### src/rtl/axis_byte_packer_if.sv
// AXI4-Stream style bus bundle used by axis_byte_packer for its input and
// output streams.
//   tdata  : 32-bit payload, byte n on [8n+7:8n]
//   tkeep  : per-byte lane enables
//   tlast  : last beat of packet
//   tvalid : source has a beat
//   tready : sink accepts the beat
// The 'master' modport drives a stream; the 'slave' modport consumes one.
interface axis_byte_packer_if;
    logic [31:0] tdata;
    logic [3:0]  tkeep;
    logic        tlast;
    logic        tvalid;
    logic        tready;

    modport master (
        output tdata,
        output tkeep,
        output tlast,
        output tvalid,
        input  tready
    );

    modport slave (
        input  tdata,
        input  tkeep,
        input  tlast,
        input  tvalid,
        output tready
    );
endinterface

### src/rtl/axis_byte_packer.sv
// axis_byte_packer
// Consumes the 32-bit read-DMA stream, whose first/last beats carry partial
// byte lanes, strips the null lanes and re-emits each packet densely packed
// from byte lane 0. All output beats carry tkeep=1111 except the final beat
// of a packet (0001/0011/0111/1111, or 0000 for an empty packet when
// DROP_EMPTY=0).
// Ports:
//   aclk       : clock, rising edge
//   aresetn    : asynchronous active-low reset
//   din        : input stream (slave modport)
//   dout       : packed output stream (master modport); lanes outside tkeep are 0
//   err_sparse : sticky flag, set when an accepted beat has non-contiguous tkeep
// Parameters:
//   DROP_EMPTY : 1 = packets with no valid bytes produce no output,
//                0 = such packets produce one beat with tkeep=0000, tlast=1
module axis_byte_packer #(
    parameter bit DROP_EMPTY = 1'b1
) (
    input  logic                aclk,
    input  logic                aresetn,
    axis_byte_packer_if.slave   din,
    axis_byte_packer_if.master  dout,
    output logic                err_sparse
);

    // Byte buffer holds up to 7 bytes; bytes at index >= cnt are always zero,
    // which is what keeps unused output lanes at 0.
    logic [55:0] byte_buf;
    logic [2:0]  cnt;
    logic        last_pend;
    logic        empty_pend;

    logic        in_fire;
    logic        out_fire;

    logic [1:0]  off;
    logic [2:0]  nb;
    logic [31:0] aligned;
    logic        sparse;

    logic [55:0] base_buf;
    logic [2:0]  base_cnt;
    logic [55:0] next_buf;
    logic [2:0]  next_cnt;

    function automatic logic [31:0] byte_mask(input logic [2:0] n);
        case (n)
            3'd0:    byte_mask = 32'h0000_0000;
            3'd1:    byte_mask = 32'h0000_00FF;
            3'd2:    byte_mask = 32'h0000_FFFF;
            3'd3:    byte_mask = 32'h00FF_FFFF;
            default: byte_mask = 32'hFFFF_FFFF;
        endcase
    endfunction

    function automatic logic [3:0] keep_mask(input logic [2:0] n);
        case (n)
            3'd0:    keep_mask = 4'b0000;
            3'd1:    keep_mask = 4'b0001;
            3'd2:    keep_mask = 4'b0011;
            3'd3:    keep_mask = 4'b0111;
            default: keep_mask = 4'b1111;
        endcase
    endfunction

    // Input beat decode: lowest valid lane, valid byte count, lane-0 aligned data.
    always_comb begin
        off = 2'd0;
        if (din.tkeep[0])      off = 2'd0;
        else if (din.tkeep[1]) off = 2'd1;
        else if (din.tkeep[2]) off = 2'd2;
        else if (din.tkeep[3]) off = 2'd3;

        nb = {2'b00, din.tkeep[0]} + {2'b00, din.tkeep[1]}
           + {2'b00, din.tkeep[2]} + {2'b00, din.tkeep[3]};

        aligned = (din.tdata >> {off, 3'b000}) & byte_mask(nb);

        // Contiguous iff the keep bits above the offset form a solid run of nb ones.
        sparse = ((din.tkeep >> off) != keep_mask(nb));
    end

    // Outputs depend on registered state only.
    assign dout.tvalid = (cnt >= 3'd4) | (last_pend & (cnt != 3'd0)) | empty_pend;
    assign dout.tdata  = byte_buf[31:0];
    assign dout.tkeep  = (cnt >= 3'd4) ? 4'b1111 : keep_mask(cnt);
    assign dout.tlast  = (last_pend & (cnt <= 3'd4)) | empty_pend;

    // Combinational path from dout.tready lets a full buffer accept a new beat
    // in the same cycle it drains four bytes.
    assign din.tready = ~last_pend & ~empty_pend & ((cnt < 3'd4) | dout.tready);

    assign in_fire  = din.tvalid & din.tready;
    assign out_fire = dout.tvalid & dout.tready;

    // Drain first, then append at the post-drain fill level so a simultaneous
    // accept and emit neither loses nor duplicates bytes.
    always_comb begin
        base_buf = byte_buf;
        base_cnt = cnt;
        if (out_fire) begin
            base_buf = {32'd0, byte_buf[55:32]};
            base_cnt = (cnt >= 3'd4) ? (cnt - 3'd4) : 3'd0;
        end

        next_buf = base_buf;
        next_cnt = base_cnt;
        if (in_fire) begin
            next_buf = base_buf | ({24'd0, aligned} << {base_cnt, 3'b000});
            next_cnt = base_cnt + nb;
        end
    end

    always_ff @(posedge aclk or negedge aresetn) begin
        if (!aresetn) begin
            byte_buf   <= '0;
            cnt        <= '0;
            last_pend  <= 1'b0;
            empty_pend <= 1'b0;
        end else if (out_fire && dout.tlast) begin
            // din.tready is low whenever tlast can be presented, so no
            // input beat needs merging here.
            byte_buf   <= '0;
            cnt        <= '0;
            last_pend  <= 1'b0;
            empty_pend <= 1'b0;
        end else begin
            byte_buf <= next_buf;
            cnt      <= next_cnt;
            if (in_fire && din.tlast) begin
                if (next_cnt != 3'd0) begin
                    last_pend <= 1'b1;
                end else if (!DROP_EMPTY) begin
                    empty_pend <= 1'b1;
                end
            end
        end
    end

    always_ff @(posedge aclk or negedge aresetn) begin
        if (!aresetn) begin
            err_sparse <= 1'b0;
        end else if (in_fire && sparse) begin
            err_sparse <= 1'b1;
        end
    end

endmodule

### src/flat_wrapper.sv
// flat-port wrapper written by rule: the top's interface ports become plain ports
module axis_byte_packer_flat 
#(
    parameter bit DROP_EMPTY = 1'b1
)
  (aclk, aresetn, err_sparse, din_tdata, din_tkeep, din_tlast, din_tvalid, din_tready, dout_tdata, dout_tkeep, dout_tlast, dout_tvalid, dout_tready);
  axis_byte_packer_if din_i ();
  axis_byte_packer_if dout_i ();
  input  logic aclk;
  input  logic aresetn;
  output logic err_sparse;
  input wire logic [$bits(din_i.tdata)-1:0] din_tdata;
  input wire logic [$bits(din_i.tkeep)-1:0] din_tkeep;
  input wire logic [$bits(din_i.tlast)-1:0] din_tlast;
  input wire logic [$bits(din_i.tvalid)-1:0] din_tvalid;
  output wire logic [$bits(din_i.tready)-1:0] din_tready;
  output wire logic [$bits(dout_i.tdata)-1:0] dout_tdata;
  output wire logic [$bits(dout_i.tkeep)-1:0] dout_tkeep;
  output wire logic [$bits(dout_i.tlast)-1:0] dout_tlast;
  output wire logic [$bits(dout_i.tvalid)-1:0] dout_tvalid;
  input wire logic [$bits(dout_i.tready)-1:0] dout_tready;
  assign din_i.tdata = din_tdata;
  assign din_i.tkeep = din_tkeep;
  assign din_i.tlast = din_tlast;
  assign din_i.tvalid = din_tvalid;
  assign din_tready = din_i.tready;
  assign dout_tdata = dout_i.tdata;
  assign dout_tkeep = dout_i.tkeep;
  assign dout_tlast = dout_i.tlast;
  assign dout_tvalid = dout_i.tvalid;
  assign dout_i.tready = dout_tready;
  axis_byte_packer #(.DROP_EMPTY(DROP_EMPTY)) u_core (.aclk(aclk), .aresetn(aresetn), .din(din_i), .dout(dout_i), .err_sparse(err_sparse));
endmodule
### config.mk
export PLATFORM = sky130hd
export DESIGN_NAME = axis_byte_packer_flat
export DESIGN_NICKNAME = d
export VERILOG_FILES = /design/src/rtl/axis_byte_packer_if.sv /design/src/rtl/axis_byte_packer.sv /design/src/flat_wrapper.sv
export SDC_FILE = /design/constraint.sdc
export NUM_CORES = 1
export LEC_CHECK = 0
export ABC_AREA = 1
export BUFFER_PORTS_ARGS = -buffer_cell sky130_fd_sc_hd__buf_2
export CAP_MARGIN = 30
export CORE_MARGIN = 2
export CORE_UTILIZATION = 52
export DETAILED_ROUTE_END_ITERATION = 12
export GPL_ROUTABILITY_DRIVEN = 0
export MAX_ROUTING_LAYER = met4
export PLACE_DENSITY_LB_ADDON = 0.25
export SYNTH_ARGS = -nofsm -noshare
export SYNTH_HDL_FRONTEND = slang
export SYNTH_SLANG_ARGS = --single-unit
### constraint.sdc
create_clock -name aclk -period 3.9 [get_ports aclk]
set_clock_uncertainty 0.15 [all_clocks]
set_input_delay 0.975 -clock aclk [delete_from_list [all_inputs] [get_ports aclk]]
set_output_delay 0.975 -clock aclk [all_outputs]
set_load 0.02 [all_outputs]
After elaboration in Yosys (flattened, before gate mapping)
Cells that the tools add are included.
- flip-flop bits (word level): 61
- input port bits: 41
- output and inout port bits: 40
- logic and storage cells: 60
- $add $sub $neg: 5
- order comparisons: 3
- eq/ne operators: 7
- shift-type cells: 3
- muxes and demuxes: 18
- bitwise logic cells: 10
- reductions and logical operators: 10
- operators with widths (operator ; number):
    $mux W56 ; 3
    $pmux W32 S4 ; 1
    $or A56 B56 Y56 ; 1
    $shl A32 B6 Y56 ; 1
    $and A32 B32 Y32 ; 1
    $pmux W4 S4 ; 2
    $shr A32 B5 Y32 ; 1
    $eq A3 B2 Y1 const B ; 4
    $mux W3 ; 4
    $mux W2 ; 4
    $add A3 B1 Y3 ; 2
    $eq A3 B1 Y1 const B ; 2
    $logic_not A3 Y1 ; 2
    $reduce_bool A3 Y1 ; 2
    $and A1 B1 Y1 ; 5
    $mux W4 ; 1
    $ne A4 B4 Y1 ; 1
    $reduce_bool A2 Y1 ; 2
    $shr A4 B2 Y4 ; 1
    $add A3 B3 Y3 ; 1
    $ge A3 B3 Y1 const B ; 1
    $le A3 B3 Y1 const B ; 1
    $logic_and A1 B1 Y1 ; 3
    $lt A3 B3 Y1 const B ; 1
    other kinds (6) ; 9

Longest topological paths before layout
Gate-level depths: netlist (run 1).
- depth after elaboration: 11
- gate-level depth with buffers: 15
- mapped depth without buffers: 15

Worst setup path before layout (run 1)
No wires, ideal clock.
- path kind: input to register
- from: input port din_tkeep[0]
- to: register u_core.last_pend
- setup time: 0.123 ns
- arrival: 3.120 ns
- required time: 3.627 ns
- slack: 0.507 ns
- stages: 12
- buffers on the path: 0
- cells stage by stage: inv_2 > ha_1 > inv_1 > fa_1 > inv_1 > ha_1 > fa_1 > or2_2 > a31oi_1 > nand3_1 > nand3_1 > a21oi_1
- word-level cells in the longest chain between the ends: 8
- RTL lines (what ; RTL line ; RTL):
    from (decl) ; flat_wrapper.sv:13 ; input wire logic [$bits(din_i.tkeep)-1:0] din_tkeep;
    $add A1 B1 Y2 ; axis_byte_packer.sv:74 ; nb = {2'b00, din.tkeep[0]} + {2'b00, din.tkeep[1]}
    $add A3 B1 Y3 (2 in a row) ; axis_byte_packer.sv:75 ; + {2'b00, din.tkeep[2]} + {2'b00, din.tkeep[3]};
    $add A3 B3 Y3 ; axis_byte_packer.sv:110 ; next_cnt = base_cnt + nb;
    $mux W3 ; axis_byte_packer.sv:108 ; if (in_fire) begin
    $reduce_bool A3 Y1 ; axis_byte_packer.sv:131 ; if (next_cnt != 3'd0) begin
    $reduce_bool A2 Y1 (no line) ; n/a ;
    $reduce_and A2 Y1 (no line) ; n/a ;
    to (signal assigned) ; axis_byte_packer.sv:118 ; last_pend <= 1'b0;
    to (signal assigned) ; axis_byte_packer.sv:125 ; last_pend <= 1'b0;
    to (signal assigned) ; axis_byte_packer.sv:132 ; last_pend <= 1'b1;
    to (decl) ; axis_byte_packer.sv:30 ; logic last_pend;
Every way passes these cells.
A chain may end at the register's enable or synchronous reset.

Final worst setup path (run 1)
Same ends and word-level chain as after synthesis.

==> run metrics, run 1 <==
synthesized cell area=~4300 um2; Peak Freq=around 290 MHz; Final WS setup=~0.44 ns; grt total ovfl=0; Period Utilization, post-route=between 80% and 90%; final critical-path required period=between 3 and 4 ns; root buf cell=clkbuf_8; vias in the first global route=a little over 4000; Post-Place Setup Slack=between 0.08 and 0.09 ns; initial antenna violation count=0; Pins Over Slew Limit=0; Post-Syn Area per Cell=7.23 um2; register area=between 1500 and 2000 um2; core area=around 8000 um2; CP cell instances=buf_2 -> inv_2 -> ha_1 -> inv_1 -> fa_1 -> inv_1 -> ha_1 -> fa_1 -> or2_2 -> a31oi_1 -> nand3_1 -> nand3_1 -> a21oi_1; endpoint type of the worst setup path=register; final WL=about 12 mm; Worst-Skew Late Latency=~0.35 ns; average wire per standard cell=approximately 17 um; # DRC=0; Final Cell Area=roughly 4600 um2; 1st-pass router iterations=7; Initial Utilization=a little over half; Fin. Hold Viols=0; worst setup path category=input port to register; # port buffers=80; placed instance area=4440 um2; Max Buffers Root-to-Sink=2; cell with the most instances after synthesis=nand2_1; Via Count=roughly 4400; CP max stage delay=approximately 0.47 ns; crit path DAT=between 3 and 4 ns; met2 Use GR=approximately 48%; worst r2r src=u_core.cnt[2]$_DFF_PN0_; Cells after Synth=approximately 600; Slowest-stage cell, CP=fa_1; total CTS buffers=9; Critical Path Source=din_tkeep[0]; antenna-violating nets left=0; met3 usage=roughly 6%; Setup Viol. Count Final=0; Yosys top cell area share=between 30 and 40%; Final #Nets=roughly 670; global-route wire length before repair=20.0 mm; CP required=roughly 3.9 ns; number of synthesized flops with an enable pin=0; Pwr Density=around 730 nW/um2; HPWL after DPL=8.72 mm; Filler cells=822; Die Y=~95 um; antenna cells=0; GRT Overall Usage=30.0%; GR peak layer=met2; predominant post-synthesis flop cell=dfrtp_1; largest net degree at the start of global routing=55; post-synth cell types=32; Commonest cells post-synth=nand2_1 (165), nand3_1 (101), dfrtp_1 (61); unrepaired setup endpoints after global routing=no; Yosys reg bits=61; CP Max Fanout=7; vias per cell=between 5 and 6; top post-synthesis cells by area=dfrtp_1 (36%), nand2_1 (14%), nand3_1 (12%); num rows=33; Num Clock Sinks=61; Max VDD drop=between 0.3 and 0.4 mV; largest area contributor in the netlist=dfrtp_1; Worst Hold Class=register to register; status=finished, final reports clean; Design Power=3.36 mW; met1 Resource Use GR=between 30% and 40%; crit start category=input port; YS warnings=0; sequential area share after synthesis=roughly 36%; Pleak=roughly 2.4 nW; Slew @ Worst Pin=around 0.95 ns; Mapped Nets=~640; cts hold-fix bufs=0; post-CTS setup buffers=0; setup TNS=0 ns; Worst-path clk slew=0.07 ns; total die area=between 8000 and 9000 um2; Multi-input gate area=2190 um2; H-tree depth=3; Post-CTS Resized=0; Hold Crit Start=u_core.err_sparse$_DFFE_PN0P_; share of cells above drive strength 1=a little under a fifth; TritonCTS clock tree=yes; Synth async-reset ratio=100%; max_cap viols=0; Rel. slew slack=36.2%; Initial DRC Count=396; Syn-to-layout area delta=8.37%; I/O Pins=81; reg2reg setup slack=between 0.8 and 0.9 ns; Die X-Extent=94.6 um
[final timing paths]
check                      cells after the start                            end
max                                           13   u_core.last_pend$_DFFE_PN0P_
min                                            1  u_core.err_sparse$_DFFE_PN0P_
max reg2reg                                    9   u_core.byte_buf[3]$_DFF_PN0_
min reg2reg                                    1  u_core.err_sparse$_DFFE_PN0P_
max in group asynchronous                      2  u_core.byte_buf[33]$_DFF_PN0_
min in group asynchronous                      1  u_core.byte_buf[21]$_DFF_PN0_
[stage by stage]
step,hold WS [ns],instances,utilization (%)
6_report,0.336,736,57.2
5_1_grt,0.363,736,57.2
4_1_cts,0.339,736,57.2
3_5_place_dp,0.323,720,54.8
3_3_place_gp,0.305,720,54.8
2_1_floorplan,0.302,591,-
[area by class of cell]
cell class	count	share of cell area [%]
repair buffers	90	10.3
clock inverters	4	1.03
multi-input cells	434	47.3
clock buffers	12	3.13
flip-flops and latches	61	33.0
inverters	30	2.43
well taps	105	2.84
[routing by layer]
| metal | vias to the layer above | share of wire, % |
|---|---|---|
| li1 | 2025 | - |
| met1 | 2035 | 41 |
| met4 | 0 | 3.4 |
| met2 | 235 | 47 |
| met3 | 56 | 8.6 |
| met5 | - | 0 |
[cell families (layout without fill, tap and decap cells)]
group | Yosys count | in the layout | synth area share (%)
and+or+nand+nor | 322 | 322 | 32.5
xor gates and xnor gates | 3 | 3 | 0.615
AOI/OAI and AO/OA | 86 | 86 | 12.1
buffers and inverters | 96 | 136 | 13.0
adders and majority gates | 7 | 7 | 2.40
muxes | 16 | 16 | 3.75
DFF | 61 | 61 | 35.7
[sequential cells by signal, summed over array words and instances (netlist names)]
register           flops
u_core.byte_buf       56
u_core.cnt             3
u_core.err_sparse      1
u_core.last_pend       1
[placed cells by master, fill, tap and decap left out]
cell type and n:
a21o_1 1, a21oi_1 25, a31oi_1 3, and2_1 1, buf_2 80, buf_4 10, bufinv_16 1, clkbuf_1 2
clkbuf_8 10, clkinv_2 2, clkinvlp_4 1, dfrtp_1 61, fa_1 2, ha_1 5, inv_1 24, inv_2 6
mux2i_1 16, nand2_1 165, nand2_2 6, nand3_1 101, nand4_1 11, nor2_1 34, nor2_2 1, nor3_1 2
o211ai_1 16, o21ai_0 28, o21ai_1 1, o21ai_2 2, o21bai_1 1, o22a_1 7, o22ai_1 2, or2_2 1
xnor2_1 1, xor2_1 2
[power breakdown]
| group | leakage, nW | switching (mW) | internal [mW] |
|---|---|---|---|
| Clock | 0.0964 | 0.256 | 0.311 |
| Sequential | 0.797 | 0.132 | 0.862 |
| Combinational | 1.54 | 1.20 | 0.598 |
| Total | 2.43 | 1.59 | 1.77 |
[critical path, delay by kind of cell]
| kind | cells | cell delay, ns |
|---|---|---|
| adders and majority gates | 4 | 1.40 |
| and+or+nand+nor | 3 | 0.49 |
| buffers and inverters | 4 | 0.34 |
| AOI/OAI and AO/OA | 2 | 0.29 |
No activity file was read; power rests on OpenSTA's default activity.
==> run 2: changes to the inputs <==
- CTS_BUF_LIST: not set -> sky130_fd_sc_hd__clkbuf_16
==> run metrics, run 2 (synthesized netlist as in run 1, its figures left out) <==
status=finished, final reports clean; largest net degree at the start of global routing=55 (unchanged); Via Count=4360 (+0.21%); H-tree depth=3 (unchanged); most frequent cells in the layout=nand2_1 (165), nand3_1 (101), buf_2 (80), dfrtp_1 (61), nor2_1 (34); Switch Pwr=1.62 mW (+2.1%); CP Max Fanout=7 (unchanged); I/O Pins=81 (unchanged); num rows=33 (unchanged); GRT Overall Usage=30.1% (+0.10 points); Pleak=2.48 nW (+2.0%); vias per cell=5.92 (+0.21%); top flop regs=u_core.byte_buf x56, u_core.cnt x3; # DRC=0 (unchanged); endpoint type of the worst setup path=register; Slew @ Worst Pin=0.944 ns (-0.00963 ns); Final Cell Area=4720 um2 (+2.0%); TritonCTS clock tree=yes; initial antenna violation count=0 (unchanged); antenna cells=0 (unchanged); max reg flops=56 (unchanged); Num Clock Sinks=61 (unchanged); Peak Freq=288 MHz (-0.47%); final critical-path required period=3.48 ns (+0.0165 ns); Gate power share=50.7% (-2.9 points); Design Power=3.57 mW (+6.2%); vias in the first global route=4164 (+0.70%); Initial DRC Count=397 (+0.25%); Worst Hold Class=register to register; cts hold-fix bufs=0 (unchanged); unrepaired setup endpoints after global routing=no; Worst-Skew Late Latency=0.33 ns (-0.02 ns); Hold Crit Start=u_core.err_sparse$_DFFE_PN0P_; worst setup path category=input port to register; max_cap viols=0 (unchanged); non-filler cells, final=736 (unchanged); CP required=3.92 ns (about the same); grt total ovfl=0 (unchanged); Critical Path Source=din_tkeep[0]; # port buffers=80 (unchanged); Final #Nets=674 (unchanged); final WL=12.6 mm (+1.1%); worst r2r src=u_core.cnt[2]$_DFF_PN0_; Setup Viol. Count Final=0 (unchanged); Pwr Density=756 nW/um2 (+4.2%); Flop pwr share=27.9% (-1.7 points); Syn-to-layout area delta=10.5%; crit path DAT=3.49 ns (about the same); antenna-violating nets left=0 (unchanged); crit start category=input port; Max Buffers Root-to-Sink=2 (unchanged); Period Utilization, post-route=89.1% (+0.42 points); Die X-Extent=94.6 um (unchanged); average wire per standard cell=17.1 um (+1.1%); Fin. Hold Viols=0 (unchanged); Worst-path clk slew=0.05 ns (-0.02 ns); 1st-pass router iterations=6 (-1); Max VDD drop=0.372 mV (about the same); sw frac=45.5% (-1.8 points); Placed Cells=720 (unchanged); root buf cell=clkbuf_16; commonest non-fill, non-tap cell in the layout=nand2_1; Power Internal=1.95 mW (+9.9%); Initial Utilization=52.8% (unchanged); core area=8090 um2 (unchanged); total CTS buffers=9 (unchanged); placed instance area=4440 um2 (unchanged); Post-CTS Resized=0 (unchanged); HPWL after DPL=8.72 mm (unchanged); largest reg by FF count=u_core.byte_buf; power share of the clock group=21.4% (+4.5 points); Die Y=94.6 um (unchanged); post-CTS setup buffers=0 (unchanged); Pins Over Slew Limit=0 (unchanged); total die area=8960 um2 (unchanged); Rel. slew slack=36.9% (+0.64 points); global-route wire length before repair=20.2 mm (+0.93%); share of cells above drive strength 1=18.9% (-0.16 points); setup TNS=0 ns (unchanged)
run 2: cell types whose count changed in the layout (fill, tap and decap cells not counted):
cell       previous run  this run
clkbuf_1              2         0
clkbuf_16             0         9
clkbuf_8             10         0
clkinv_1              0         1
inv_1                24        26
run 2: final timing paths:
kind                                                 end  slack (ns)  depth (start not counted)
max in group asynchronous  u_core.byte_buf[35]$_DFF_PN0_        2.59                          2
hold reg to reg            u_core.err_sparse$_DFFE_PN0P_        0.33                          1
setup / recovery            u_core.last_pend$_DFFE_PN0P_        0.42                         13
hold / removal             u_core.err_sparse$_DFFE_PN0P_        0.33                          1
min in group asynchronous  u_core.byte_buf[21]$_DFF_PN0_        0.38                          1
setup reg to reg            u_core.byte_buf[3]$_DFF_PN0_        0.92                          9
run 2: layout make-up:
cell class / count / area, um2
fillers: 792 / 3370
multi-input cells: 434 / 2190
flip-flops and latches: 61 / 1530
repair buffers: 90 / 475
clock buffers: 9 / 225
well taps: 105 / 131
inverters: 30 / 113
clock inverters: 7 / 58.8
run 2: critical path, stage by stage:
cell and delay, ns:
buf_2 0.15, inv_2 0.08, ha_1 0.27, inv_1 0.05, fa_1 0.47, inv_1 0.06, ha_1 0.22, fa_1 0.44
or2_2 0.30, a31oi_1 0.22, nand3_1 0.11, nand3_1 0.09, a21oi_1 0.07
run 2: routing by layer:
| layer | track usage [%] | up-vias | share of wire, % |
|---|---|---|---|
| met5 | - | - | 0 |
| met4 | 13.9 | 0 | 3.7 |
| met3 | 4.71 | 49 | 8.6 |
| met2 | 48.2 | 244 | 48 |
| met1 | 37.5 | 2039 | 40 |
| li1 | - | 2028 | - |
run 2: power by group through the flow:
stage,Sequential [mW],Clock (mW),Combinational [mW]
2_1_floorplan,0.962,0,1.51
3_3_place_gp,0.996,0,1.75
3_5_place_dp,1.00,0,1.78
4_1_cts,0.994,0.772,1.79
5_1_grt,1.02,0.798,1.98
6_report,0.995,0.765,1.81
run 2: metrics by stage:
stage                     setup WS, ns  hold slack [ns]  utilization (%)
after floorplan                  0.507            0.302                -
after global placement           0.230            0.305             54.8
after detailed placement        0.0892            0.323             54.8
after CTS                        0.433            0.335             58.3
after global routing             0.234            0.359             58.3
final                            0.425            0.332             58.3
==> run 3: changes to the inputs <==
- clock period: 3.9 -> 3.4 ns (I/O delays scaled with it)
==> run metrics, run 3 (synthesized netlist as in run 1, its figures left out) <==
Critical Path Most Common Cell=inv_1; worst r2r src=u_core.cnt[2]$_DFF_PN0_; total die area=8960 um2 (unchanged); Initial Utilization=52.8% (unchanged); sw frac=45.7% (+0.27 points); Power Internal=2.18 mW (+12%); most frequent cells in the layout=nand2_1 (165), nand3_1 (101), buf_2 (80), dfrtp_1 (61), nor2_1 (34); total CTS buffers=9 (unchanged); Pins Over Slew Limit=0 (unchanged); Pleak=2.52 nW (+1.6%); CP required=3.42 ns (-0.50 ns); final critical-path required period=3.22 ns; antenna cells=0 (unchanged); Rel. slew slack=38.8% (+2.0 points); max_cap viols=0 (unchanged); # port buffers=80 (unchanged); share of cells above drive strength 1=20.3% (+1.5 points); Max VDD drop=0.498 mV (+34%); Via Count=4402 (+0.96%); crit start category=input port; power share of the clock group=19.5% (-1.9 points); GRT Overall Usage=29.8% (-0.33 points); Fin. Hold Viols=0 (unchanged); R2R depth=11 (+2); WHS Endpoint=u_core.err_sparse$_DFFE_PN0P_; Setup Viol. Count Final=0 (unchanged); root buf cell=clkbuf_16; vias per cell=5.91 (-0.26%); Period Utilization, post-route=94.8%; final WL=12.5 mm (-0.69%); core area=8090 um2 (unchanged); grt total ovfl=0 (unchanged); largest reg by FF count=u_core.byte_buf; Worst Hold Class=register to register; Syn-to-layout area delta=12.0%; Die Y=94.6 um (unchanged); CP Max Fanout=3 (-4); 1st-pass router iterations=5 (-1); CP cell instances=buf_2 -> inv_1 -> ha_1 -> inv_1 -> fa_1 -> inv_1 -> ha_1 -> fa_1 -> or2_2 -> a31oi_1 -> nand3_1 -> nand3_1 -> a21oi_1; vias in the first global route=4150 (-0.34%); HPWL after DPL=8.70 mm (-0.29%); Die X-Extent=94.6 um (unchanged); worst setup path category=input port to register; worst r2r dst=u_core.last_pend$_DFFE_PN0P_; final core occ=59.1% (+0.77 points); Max Buffers Root-to-Sink=2 (unchanged); num rows=33 (unchanged); I/O Pins=81 (unchanged); endpoint type of the worst setup path=register; post-CTS setup buffers=0 (unchanged); setup TNS=0 ns (unchanged); hold_ws=0.318 ns (-0.0139 ns); non-filler cells, final=745 (+1.2%); unrepaired setup endpoints after global routing=no; global-route wire length before repair=20.0 mm (-0.75%); Initial DRC Count=327 (-18%); Gate power share=52.4% (+1.7 points); Num Clock Sinks=61 (unchanged); CP max stage delay=0.47 ns (about the same); initial antenna violation count=0 (unchanged); Hold Crit Start=u_core.err_sparse$_DFFE_PN0P_; Flop pwr share=28.2% (+0.3 points); Worst-Skew Late Latency=0.33 ns (about the same); Worst-path clk slew=0.05 ns (about the same); Slew @ Worst Pin=0.917 ns (-0.0272 ns); Switch Pwr=1.84 mW (+13%); top flop regs=u_core.byte_buf x56, u_core.cnt x3; max reg flops=56 (unchanged); commonest non-fill, non-tap cell in the layout=nand2_1; Peak Freq=310 MHz; # DRC=0 (unchanged); H-tree depth=3 (unchanged); crit path DAT=3.24 ns (-0.25 ns); largest net degree at the start of global routing=62 (+13%); Final #Nets=686 (+1.8%); cts hold-fix bufs=0 (unchanged); status=finished, final reports clean; Placed Cells=732 (+1.7%); TritonCTS clock tree=yes; Pwr Density=839 nW/um2 (+11%); Design Power=4.02 mW (+13%); Filler cells=793 (+0.13%); average wire per standard cell=16.8 um (-1.9%); Hold Crit Depth=1 (unchanged); Post-CTS Resized=0 (unchanged); reg2reg setup slack=0.97 ns (+0.05 ns); antenna-violating nets left=0 (unchanged); Slowest-stage cell, CP=fa_1
-- run 3: cell types whose count changed in the layout (fill, tap and decap cells not counted) --
cell / before / now
buf_4: 10 / 21
bufinv_16: 1 / 0
inv_1: 26 / 24
clkinv_2: 2 / 3
buf_12: 0 / 1
clkinvlp_4: 1 / 0
-- run 3: worst max-delay path, delay by kind of cell --
family,cells,cell delay (ns)
AOI/OAI and AO/OA,2,0.27
adders and majority gates,4,1.40
buffers and inverters,4,0.25
and+or+nand+nor,3,0.45
-- run 3: area by class of cell --
class / instances / area, um2 / share of cell area, %
tap: 105 / 131 / 2.75
inverter: 30 / 113 / 2.35
clock buffer: 9 / 225 / 4.71
multi-input combinational: 434 / 2190 / 45.8
timing repair buffer: 102 / 578 / 12.1
clock inverter: 4 / 18.8 / 0.392
sequential: 61 / 1530 / 31.9
-- run 3: how the worst max path moves through the flow --
stage / slack (ns) / from / to / depth (start not counted)
2_1_floorplan: 0.13 / din_tkeep[0] / u_core.last_pend$_DFFE_PN0P_ / 12
3_3_place_gp: -0.06 / din_tkeep[1] / u_core.last_pend$_DFFE_PN0P_ / 13
3_5_place_dp: -0.15 / din_tkeep[1] / u_core.last_pend$_DFFE_PN0P_ / 13
4_1_cts: 0.18 / din_tkeep[1] / u_core.last_pend$_DFFE_PN0P_ / 13
5_1_grt: 0.03 / din_tkeep[1] / u_core.last_pend$_DFFE_PN0P_ / 13
6_report: 0.18 / din_tkeep[1] / u_core.last_pend$_DFFE_PN0P_ / 13
-- run 3: layer usage --
layer	GRT usage, %	part of all wire [%]
met2	47.5	48
met3	5.59	8.3
met5	-	0
met4	12.8	3.5
met1	37.1	40
-- run 3: through the flow --
| step | setup WS [ns] | area (um2) |
|---|---|---|
| finish | 0.178 | 4780 |
| global route | 0.0321 | 4780 |
| CTS | 0.184 | 4780 |
| detailed placement | -0.150 | 4540 |
| global placement | -0.0598 | 4540 |
| floorplan | 0.132 | 4270 |
-- run 3: power groups by stage --
stage	sequential (mW)	combinational (mW)	clock (mW)
after floorplan	1.10	1.73	0
after global placement	1.13	2.04	0
after detailed placement	1.14	2.08	0
after CTS	1.13	2.09	0.783
after global routing	1.16	2.31	0.814
final	1.13	2.10	0.781
